===== config.mk =====
export PLATFORM = sky130hd
export DESIGN_NAME = nonce_dispatcher
export DESIGN_NICKNAME = d
export VERILOG_FILES = /design/src/rtl/miner_pkg.sv /design/src/rtl/rr_arbiter.sv /design/src/rtl/nonce_dispatcher.sv
export SDC_FILE = /design/constraint.sdc
export NUM_CORES = 1
export LEC_CHECK = 0
export ABC_AREA = 1
export CAP_MARGIN = 0
export CORE_ASPECT_RATIO = 1.2
export CORE_MARGIN = 3
export CORE_UTILIZATION = 48
export DETAILED_ROUTE_END_ITERATION = 10
export PLACE_DENSITY = 0.87
export SYNTH_ARGS = -nofsm -noshare
export SYNTH_HDL_FRONTEND = slang
export SYNTH_SLANG_ARGS = --single-unit

===== constraint.sdc =====
create_clock -name clk -period 5.2 [get_ports clk]
set_input_delay 0.78 -clock clk [delete_from_list [all_inputs] [get_ports clk]]
set_output_delay 0.78 -clock clk [all_outputs]
set_load 0.01 [all_outputs]

===== src/rtl/miner_pkg.sv =====
// Shared types and defaults for the miner's SOLVE-phase blocks.
package miner_pkg;

  localparam int NONCE_W_DEF = 32;

  typedef enum logic [1:0] {
    IDLE  = 2'd0,
    RUN   = 2'd1,
    CLAIM = 2'd2,
    DONE  = 2'd3
  } dispatch_state_t;

endpackage


===== src/rtl/rr_arbiter.sv =====
// Round-robin arbiter: one-hot grant plus index, pointer moves to winner+1 on each grant.
module rr_arbiter #(
  parameter  int N  = 4,
  localparam int IW = (N > 1) ? $clog2(N) : 1
) (
  input  logic          clk,
  input  logic          rst,
  input  logic          en,
  input  logic [N-1:0]  req,
  output logic [N-1:0]  gnt,
  output logic [IW-1:0] idx,
  output logic          valid
);

  logic [IW-1:0] ptr;

  // NOTE: every signal written here gets a default first so no latch is inferred.
  always_comb begin
    int j;
    gnt   = '0;
    idx   = '0;
    valid = 1'b0;
    j     = 0;
    for (int i = 0; i < N; i++) begin
      j = int'(ptr) + i;
      if (j >= N) j = j - N;
      if (!valid && en && req[j]) begin
        valid  = 1'b1;
        gnt[j] = 1'b1;
        idx    = IW'(j);
      end
    end
  end

  // NOTE: state registers use non-blocking assignments so all flops update together.
  always_ff @(posedge clk or posedge rst) begin
    if (rst) begin
      ptr <= '0;
    end else if (valid) begin
      ptr <= (int'(idx) == N - 1) ? '0 : idx + 1'b1;
    end
  end

endmodule


===== src/rtl/nonce_dispatcher.sv =====
// Hands disjoint nonce chunks to the hash cores and funnels their candidates to the verifier.
module nonce_dispatcher
  import miner_pkg::*;
#(
  parameter  int NUM_CORES = 4,
  parameter  int NONCE_W   = NONCE_W_DEF,
  parameter  int CHUNK_LG2 = 20,
  localparam int IW        = $clog2(NUM_CORES)
) (
  input  logic                           clk,
  input  logic                           rst,
  input  logic                           start,
  input  logic                           abort,
  input  logic [NUM_CORES-1:0]           chunk_req,
  output logic [NUM_CORES-1:0]           chunk_gnt,
  output logic [NONCE_W-1:0]             chunk_base,
  input  logic [NUM_CORES-1:0]           found,
  input  logic [NUM_CORES*NONCE_W-1:0]   found_nonce,
  output logic [NUM_CORES-1:0]           found_ack,
  output logic                           sol_claim,
  output logic [NONCE_W-1:0]             claim_nonce,
  output logic [IW-1:0]                  claim_core,
  input  logic                           sol_verified,
  input  logic                           sol_rejected,
  output logic                           solved,
  output logic                           exhausted
);

  localparam logic [NONCE_W:0] CHUNK = {{NONCE_W{1'b0}}, 1'b1} << CHUNK_LG2;

  dispatch_state_t state, state_next;

  logic [NONCE_W:0]   next_base;
  logic [NONCE_W:0]   base_sum;
  logic               restart;
  logic               grant_en, claim_en;
  logic [NUM_CORES-1:0] g_gnt, c_gnt;
  logic [IW-1:0]      unused_grant_idx, c_idx;
  logic               g_valid, c_valid;

  // Enables depend only on registered state so the arbiters never feed back into them.
  assign claim_en = (state == RUN) && !abort;
  assign grant_en = claim_en && !exhausted;
  assign base_sum = next_base + CHUNK;

  rr_arbiter #(.N(NUM_CORES)) u_grant_arb (
    .clk   (clk),
    .rst   (rst),
    .en    (grant_en),
    .req   (chunk_req),
    .gnt   (g_gnt),
    .idx   (unused_grant_idx),
    .valid (g_valid)
  );

  rr_arbiter #(.N(NUM_CORES)) u_claim_arb (
    .clk   (clk),
    .rst   (rst),
    .en    (claim_en),
    .req   (found),
    .gnt   (c_gnt),
    .idx   (c_idx),
    .valid (c_valid)
  );

  always_ff @(posedge clk or posedge rst) begin
    if (rst) state <= IDLE;
    else     state <= state_next;
  end

  always_comb begin
    state_next = state;
    restart    = 1'b0;
    case (state)
      IDLE:  if (start) begin restart = 1'b1; state_next = RUN; end
      RUN:   if (c_valid) state_next = CLAIM;
      CLAIM: begin
        if (sol_verified)      state_next = DONE;
        else if (sol_rejected) state_next = RUN;
      end
      DONE:  if (start) begin restart = 1'b1; state_next = RUN; end
      default: state_next = IDLE;
    endcase
    if (abort) begin
      state_next = IDLE;
      restart    = 1'b0;
    end
  end

  always_ff @(posedge clk or posedge rst) begin
    if (rst) begin
      next_base   <= '0;
      chunk_gnt   <= '0;
      chunk_base  <= '0;
      found_ack   <= '0;
      sol_claim   <= 1'b0;
      claim_nonce <= '0;
      claim_core  <= '0;
      solved      <= 1'b0;
      exhausted   <= 1'b0;
    end else begin
      chunk_gnt <= '0;
      found_ack <= '0;
      if (abort) begin
        next_base   <= '0;
        chunk_base  <= '0;
        sol_claim   <= 1'b0;
        claim_nonce <= '0;
        claim_core  <= '0;
        solved      <= 1'b0;
        exhausted   <= 1'b0;
      end else begin
        if (restart) begin
          next_base <= '0;
          exhausted <= 1'b0;
          solved    <= 1'b0;
        end
        // Carry out of the base adder marks the whole nonce space as handed out.
        if (g_valid) begin
          chunk_gnt  <= g_gnt;
          chunk_base <= next_base[NONCE_W-1:0];
          next_base  <= base_sum;
          exhausted  <= base_sum[NONCE_W];
        end
        if (c_valid) begin
          found_ack   <= c_gnt;
          claim_nonce <= found_nonce[int'(c_idx)*NONCE_W +: NONCE_W];
          claim_core  <= c_idx;
          sol_claim   <= 1'b1;
        end
        if (state == CLAIM && (sol_verified || sol_rejected)) begin
          sol_claim <= 1'b0;
          solved    <= sol_verified;
        end
      end
    end
  end

endmodule


==> results of run 1 <==
==> power by group through the flow <==
stage          clock network (W)  registers (W)  logic (W)
2_1_floorplan                  0       0.000902    0.00155
3_3_place_gp                   0       0.000882    0.00208
3_5_place_dp                   0       0.000888    0.00211
4_1_cts                 0.000612       0.000879    0.00212
5_1_grt                 0.000636       0.000902    0.00236
6_report                0.000601       0.000879    0.00212
==> through the flow <==
stage,cells,utilization (%)
2_1_floorplan,805,-
3_3_place_gp,1130,67.79
3_5_place_dp,1130,67.79
4_1_cts,1146,70.34
5_1_grt,1146,70.34
6_report,1146,70.34
==> final cells by class <==
class                      instances  share of cell area [%]
multi-input combinational        585                   37.01
timing repair buffer             220                   28.04
inverter                          95                   4.598
clock buffer                       9                   2.874
tap                              154                   2.459
clock inverter                     7                  0.7504
sequential                        76                   24.27
==> per-layer routing <==
layer  up-vias  global-route usage [%]  routed length [um]
li1       2879                       -                   -
met1      2654                   30.91                6820
met2       237                   44.76                8302
met3        40                   7.776                1413
met4         0                   8.645                 512
met5         -                       0                   0
==> worst max path at each step <==
stage	start	end	slack (ns)	cells after the start
after floorplan	rst	chunk_base[19]$_DFFE_PP0P_	2.48	1
after global placement	abort	claim_nonce[2]$_DFFE_PP0P_	1.26	9
after detailed placement	abort	claim_nonce[18]$_DFFE_PP0P_	1.19	10
after CTS	abort	claim_nonce[18]$_DFFE_PP0P_	1.56	10
after global routing	u_claim_arb.ptr[0]$_DFFE_PP0N_	claim_nonce[10]$_DFFE_PP0P_	1.22	13
final	abort	claim_nonce[18]$_DFFE_PP0P_	1.51	10
==> synthesized netlist by cell type (all sizes together) (2+ instances only) <==
master    n
or2       3
nand3b    4
a22oi     3
nor3      4
nand2   340
inv      95
a221oi    2
nand3   134
o21ai    18
o21bai    2
ha       20
dfrtp    76
buf      48
o221ai    2
nor2     29
a21oi     6
nand4    10
==> cell families after synthesis <==
group | share of synthesized area, %
buf+inv | 13.29
xor+xnor | 0.3164
fa+ha+maj | 4.519
flops | 34.34
simple gates | 43.43
compound gates | 4.112
==> flip-flops by register name, indices dropped and copies added, names as in the netlist, 2 cells and up <==
register,cells
claim_nonce,32
chunk_base,13
claim_core,2
u_claim_arb.ptr,2
next_base,13
found_ack,4
chunk_gnt,4
u_grant_arb.ptr,2
state,2
==> worst register-to-register path: stages, from the launching register on <==
cell,delay [ns]
dfrtp_1,0.64
inv_4,0.17
ha_1,0.41
inv_1,0.13
nand3_2,0.11
nand2_2,0.13
inv_2,0.06
o21bai_4,0.17
nand4_2,0.33
nand2_2,0.85
buf_4,0.31
nand2_1,0.07
nand3_1,0.08
nand3_1,0.08
==> results.py, run 1 <==
metrics = {
    "synthesis": {
        "seq_area_frac_synth_pct": 34.34,
        "synth-seq-cells": 76,
        "synth_edf_count": 0,
        "netlist.area_leader.share_pct": 34.34,
        "ys.flop_type": "dfrtp_1",
        "synthCells": 805,
        "syn_area_um2": 5538,
        "synth_cell_types": 41,
        "ys_warn_count": 0,
        "syn_area_per_cell_um2": 6.879,
        "ys_async_sr_fraction_pct": 100.0,
        "postSynthNetCount": 967,
        "synth_top_area_cell": "dfrtp_1",
        "synth.area.top_cells": "dfrtp_1, nand2_1, nand3_1",
    },
    "power": {
        "power.total_w": 0.003603,
        "power.share.sequential_pct": 24.4,
        "clkPwrFrac_pct": 16.7,
        "pwr-share-comb_pct": 58.9,
        "p_int_w": 0.001864,
        "p_per_area_nw_per_um2": 459.7,
        "ir_worst_vdd_v": 0.0004360,
        "p_leak_nw": 3.963,
        "switching_share_pct": 48.25,
        "switchingPower_w": 0.001738,
    },
    "route": {
        "drc": 0,
        "wl_per_cell_um": 14.88,
        "drt_iter0_drc": 439,
        "drtAntennaViolNets": 0,
        "via_count": 5810,
        "vias_per_cell": 5.070,
        "drt_wl_total_um": 17050,
        "drt_pass1_iterations": 7,
    },
    "timing": {
        "holdWs_ns": 0.4715,
        "fmax_ghz": 0.2713,
        "drv_slew": 0,
        "fin_skew_ns": 0.006086,
        "finalCriticalPeriod_ns": 3.686,
        "relSlewSlack_pct": 35.23,
        "tightestPinTransition_ns": 0.9681,
        "rsz0062_at_grt": "false",
        "finalSetupViolations": 0,
        "final_hold_viol_count": 0,
        "finalSetupTns_ns": 0,
        "fin_crit_sh_pct": 70.88,
        "layout_setup_ws_ns": 1.514,
    },
    "clock_network": {
        "ctsResizeCount": 0,
        "cts_made_buffers": 9,
        "cts_setup_buffers": 0,
        "hold_buffers": 0,
        "cts_tree": "built",
        "clock_path_buffers": 2,
        "cts_sinks": 76,
        "h-tree-depth": 3,
        "cts_root_buf": "clkbuf_16",
        "clk_latency_ns": 0.33,
        "clk_pin_slew_ns": 0.07,
    },
    "worst_hold_path": {
        "min_path_type": "flop to flop",
        "worstHoldStart": "chunk_base[26]$_DFFE_PP0P_",
        "hold_path_depth": 2,
        "hold_end": "chunk_base[26]$_DFFE_PP0P_",
    },
    "die": {
        "dieWidth_um": 104.1,
        "fp.dieArea_um2": 12870,
        "row_count": 42,
        "ios": 219,
        "start_util_pct": 49.71,
        "fp.dieH_um": 123.7,
        "coreArea_um2": 11140,
    },
    "setup_path": {
        "cp.arrival_ns": 3.91,
        "reg2reg_from": "u_claim_arb.ptr[0]$_DFFE_PP0N_",
        "crit_top_cell": "nand3_1",
        "crit_path_end_kind": "flop",
        "max_stage_delay_ns": 0.94,
        "regToRegSetupSlack_ns": 1.54,
        "critPathBufInv": 3,
        "cp-start-kind": "input pin",
        "reg2reg_depth": 13,
        "crit_type": "input pin to flop",
        "slowest_stage": "clkdlybuf4s50_1",
        "crit_family": "simple AND/OR/NAND/NOR gates",
        "r2r_end": "claim_nonce[18]$_DFFE_PP0P_",
        "path_cells": "clkdlybuf4s50_1 -> nor2_8 -> inv_1 -> o21bai_4 -> nand4_2 -> nand2_2 -> buf_4 -> nand2_1 -> nand3_1 -> nand3_1",
        "required_ns": 5.42,
        "worst-path-max-fanout": 51,
    },
    "cells_and_area": {
        "seq_area_um2": 1902,
        "final_layout_size_suffix_gt1_share_pct": 5.746,
        "multi_input_area_um2": 2900,
        "finalNetCount": 1149,
        "fin_area_um2": 7836,
        "nFillCells": 937,
        "layout_common_cells": "nand2_1, clkdlybuf4s50_1, nand3_1",
        "n_antenna_cell": 0,
        "final_common_cell": "nand2_1",
        "syn2layout_area_growth_pct": 41.50,
    },
    "global_route": {
        "grtUsageTotal_pct": 25.82,
        "grt_pass1_wl_um": 26820,
        "grt_overflow": 0,
        "grt_pass1_vias": 5312,
        "grt_max_degree": 53,
        "antenna_found_initial": 0,
    },
    "place": {
        "hpwl_um": 12720,
        "portBuffers": 218,
        "place_ws_ns": 1.194,
        "gp_congestion": 0.9499,
        "placed_cell_area_um2": 7552,
    },
    "job": {
        "max-cap-violations": 0,
    },
    "run_status": {
        "status": "completed",
    },
}
Note: power is estimated with default switching activity, not from simulation.
==> run 2, diff against run 1 <==
CORE_UTILIZATION = 45   (was 48)
PLACE_DENSITY = 0.82   (was 0.87)
clock period = 3.4 ns   (was 5.2 ns; I/O delays follow)
==> run 2 against run 1 <==
Effect of this change:
- clock power up 58%
- power up 57%
- global-route usage down 0.63 points
- clock skew up 0.0018 ns
- largest cell class unchanged
==> results.py, run 2 (synthesis results as in run 1) <==
metrics = {
    "run_status": {
        "status": "completed",
    },
    "cells_and_area": {
        "multi_input_area_um2": 2900,
        "final_layout_size_suffix_gt1_share_pct": 6.500,
        "n_antenna_cell": 0,
        "reg.largest.list": "claim_nonce x32, chunk_base x13, next_base x13",
        "final_util_pct": 67.31,
        "largest_reg_flops": 32,
        "regMostFlops": "claim_nonce",
        "seq_area_um2": 1902,
        "syn2layout_area_growth_pct": 43.22,
        "finalNetCount": 1157,
        "nFillCells": 1018,
        "final_common_cell": "nand2_1",
        "layout_common_cells": "nand2_1, clkdlybuf4s50_1, nand3_1",
    },
    "worst_hold_path": {
        "worstHoldStart": "chunk_base[23]$_DFFE_PP0P_",
        "hold_end": "chunk_base[23]$_DFFE_PP0P_",
        "min_path_type": "flop to flop",
        "hold_path_depth": 2,
    },
    "setup_path": {
        "regToRegSetupSlack_ns": 0.37,
        "slowest_stage": "dfrtp_1",
        "cp.arrival_ns": 3.30,
        "worst-path-max-fanout": 34,
        "r2r_end": "claim_nonce[3]$_DFFE_PP0P_",
        "crit_path_end_kind": "flop",
        "reg2reg_depth": 13,
        "crit_type": "flop to flop",
        "required_ns": 3.67,
        "cp-startpoint": "u_claim_arb.ptr[0]$_DFFE_PP0N_",
        "crit_family": "simple AND/OR/NAND/NOR gates",
        "path_cells": "inv_4 -> ha_1 -> inv_1 -> nand3_2 -> nand2_2 -> nand3_2 -> nor2_4 -> nand2_1 -> o21ai_2 -> nand2_4 -> nor2_8 -> nand2_1 -> nand3_1",
        "reg2reg_from": "u_claim_arb.ptr[0]$_DFFE_PP0N_",
        "cp-start-kind": "flop",
        "max_stage_delay_ns": 0.63,
        "critPathBufInv": 2,
    },
    "timing": {
        "fmax_ghz": 0.3302,
        "tightestPinTransition_ns": 0.5720,
        "finalCriticalPeriod_ns": 3.029,
        "fin_skew_ns": 0.007919,
        "fin_crit_sh_pct": 89.08,
        "rsz0062_at_grt": "false",
        "finalSetupViolations": 0,
        "drv_slew": 0,
        "final_hold_viol_count": 0,
        "relSlewSlack_pct": 61.86,
        "finalSetupTns_ns": 0,
    },
    "power": {
        "power.share.sequential_pct": 23.3,
        "p_leak_nw": 4.011,
        "p_per_area_nw_per_um2": 713.2,
        "switchingPower_w": 0.002720,
        "ir_worst_vdd_v": 0.0005647,
        "pwr-share-comb_pct": 59.9,
        "switching_share_pct": 48.08,
        "clkPwrFrac_pct": 16.7,
        "p_int_w": 0.002937,
    },
    "die": {
        "fp.dieArea_um2": 13680,
        "fp.dieH_um": 127.5,
        "start_util_pct": 47.00,
        "coreArea_um2": 11780,
        "dieWidth_um": 107.3,
        "ios": 219,
        "row_count": 43,
    },
    "clock_network": {
        "clock_path_buffers": 2,
        "cts_tree": "built",
        "h-tree-depth": 3,
        "cts_setup_buffers": 0,
        "cts_root_buf": "clkbuf_16",
        "hold_buffers": 0,
        "cts_made_buffers": 9,
        "cts_sinks": 76,
        "ctsResizeCount": 0,
        "clk_latency_ns": 0.34,
        "clk_pin_slew_ns": 0.07,
    },
    "global_route": {
        "grtUsageTotal_pct": 25.19,
        "grt_pass1_vias": 5246,
        "grt_overflow": 0,
        "antenna_found_initial": 1,
        "grt_max_degree": 77,
        "grt_pass1_wl_um": 27540,
    },
    "route": {
        "vias_per_cell": 4.980,
        "drt_wl_total_um": 17340,
        "drc": 0,
        "drt_pass1_iterations": 5,
        "drtAntennaViolNets": 0,
        "wl_per_cell_um": 14.99,
        "via_count": 5762,
        "drt_iter0_drc": 394,
    },
    "place": {
        "hpwl_um": 12870,
        "portBuffers": 218,
        "gp_congestion": 0.9734,
    },
    "job": {
        "max-cap-violations": 0,
    },
}
[run 2: cell types whose count changed in the layout (fill, tap and decap cells not counted), sizes merged]
| cell | change |
|---|---|
| buf | +8 |
| clkbuf | +1 |
| clkinv | -1 |
[run 2: area by class of cell]
type | instances | share of cell area [%]
timing repair buffer | 228 | 28.77
sequential | 76 | 23.98
clock buffer | 10 | 3.013
tap | 157 | 2.477
inverter | 95 | 4.543
clock inverter | 6 | 0.6468
multi-input combinational | 585 | 36.57
[run 2: routing by layer]
metal	track usage [%]	wire length, um	vias up
met5	0	13	-
met4	6.998	314	2
met3	6.013	1603	28
met2	42.58	8338	225
met1	32.11	7070	2614
li1	-	-	2893
[run 2: worst max path at each step]
stage	slack [ns]	end	cells after the start
after floorplan	0.95	chunk_base[19]$_DFFE_PP0P_	1
after global placement	0.45	claim_nonce[28]$_DFFE_PP0P_	13
after detailed placement	0.43	claim_nonce[7]$_DFFE_PP0P_	13
after CTS	0.40	claim_nonce[3]$_DFFE_PP0P_	13
after global routing	0.09	claim_nonce[12]$_DFFE_PP0P_	12
final	0.37	claim_nonce[3]$_DFFE_PP0P_	13
[run 2: through the flow]
step	hold WS, ns	instances	setup WS, ns	total power, W	area [um^2]
6_report	0.4736	1157	0.3712	0.005656	7931
2_1_floorplan	0.4713	805	0.9517	0.003748	5538
3_5_place_dp	0.4579	1141	0.4278	0.004720	7641
5_1_grt	0.4992	1157	0.08982	0.006139	7931
4_1_cts	0.4794	1157	0.4030	0.005688	7931
3_3_place_gp	0.4555	1141	0.4516	0.004683	7641
[run 2: power groups by stage]
stage / clock, W / combinational (W) / sequential (W)
after floorplan: 0 / 0.00237 / 0.00138
after global placement: 0 / 0.00335 / 0.00133
after detailed placement: 0 / 0.00339 / 0.00133
after CTS: 0.000966 / 0.00340 / 0.00132
after global routing: 0.00102 / 0.00377 / 0.00135
final: 0.000947 / 0.00339 / 0.00132
[run 2: worst reg2reg max path: cells and delay by family (launching register included)]
| family | cells | cell delay (ns) |
|---|---|---|
| AND/OR/NAND/NOR | 9 | 1.56 |
| AO/OA/AOI/OAI | 1 | 0.08 |
| buffers and inverters | 2 | 0.29 |
| flip-flops | 1 | 0.63 |
| adder cells (fa/ha/maj) | 1 | 0.41 |
==> run 3, diff against run 2 <==
CAP_MARGIN = 40   (was 0)
==> results of run 3 <==
Final layout, timing and power as in run 2 (identical DEF).
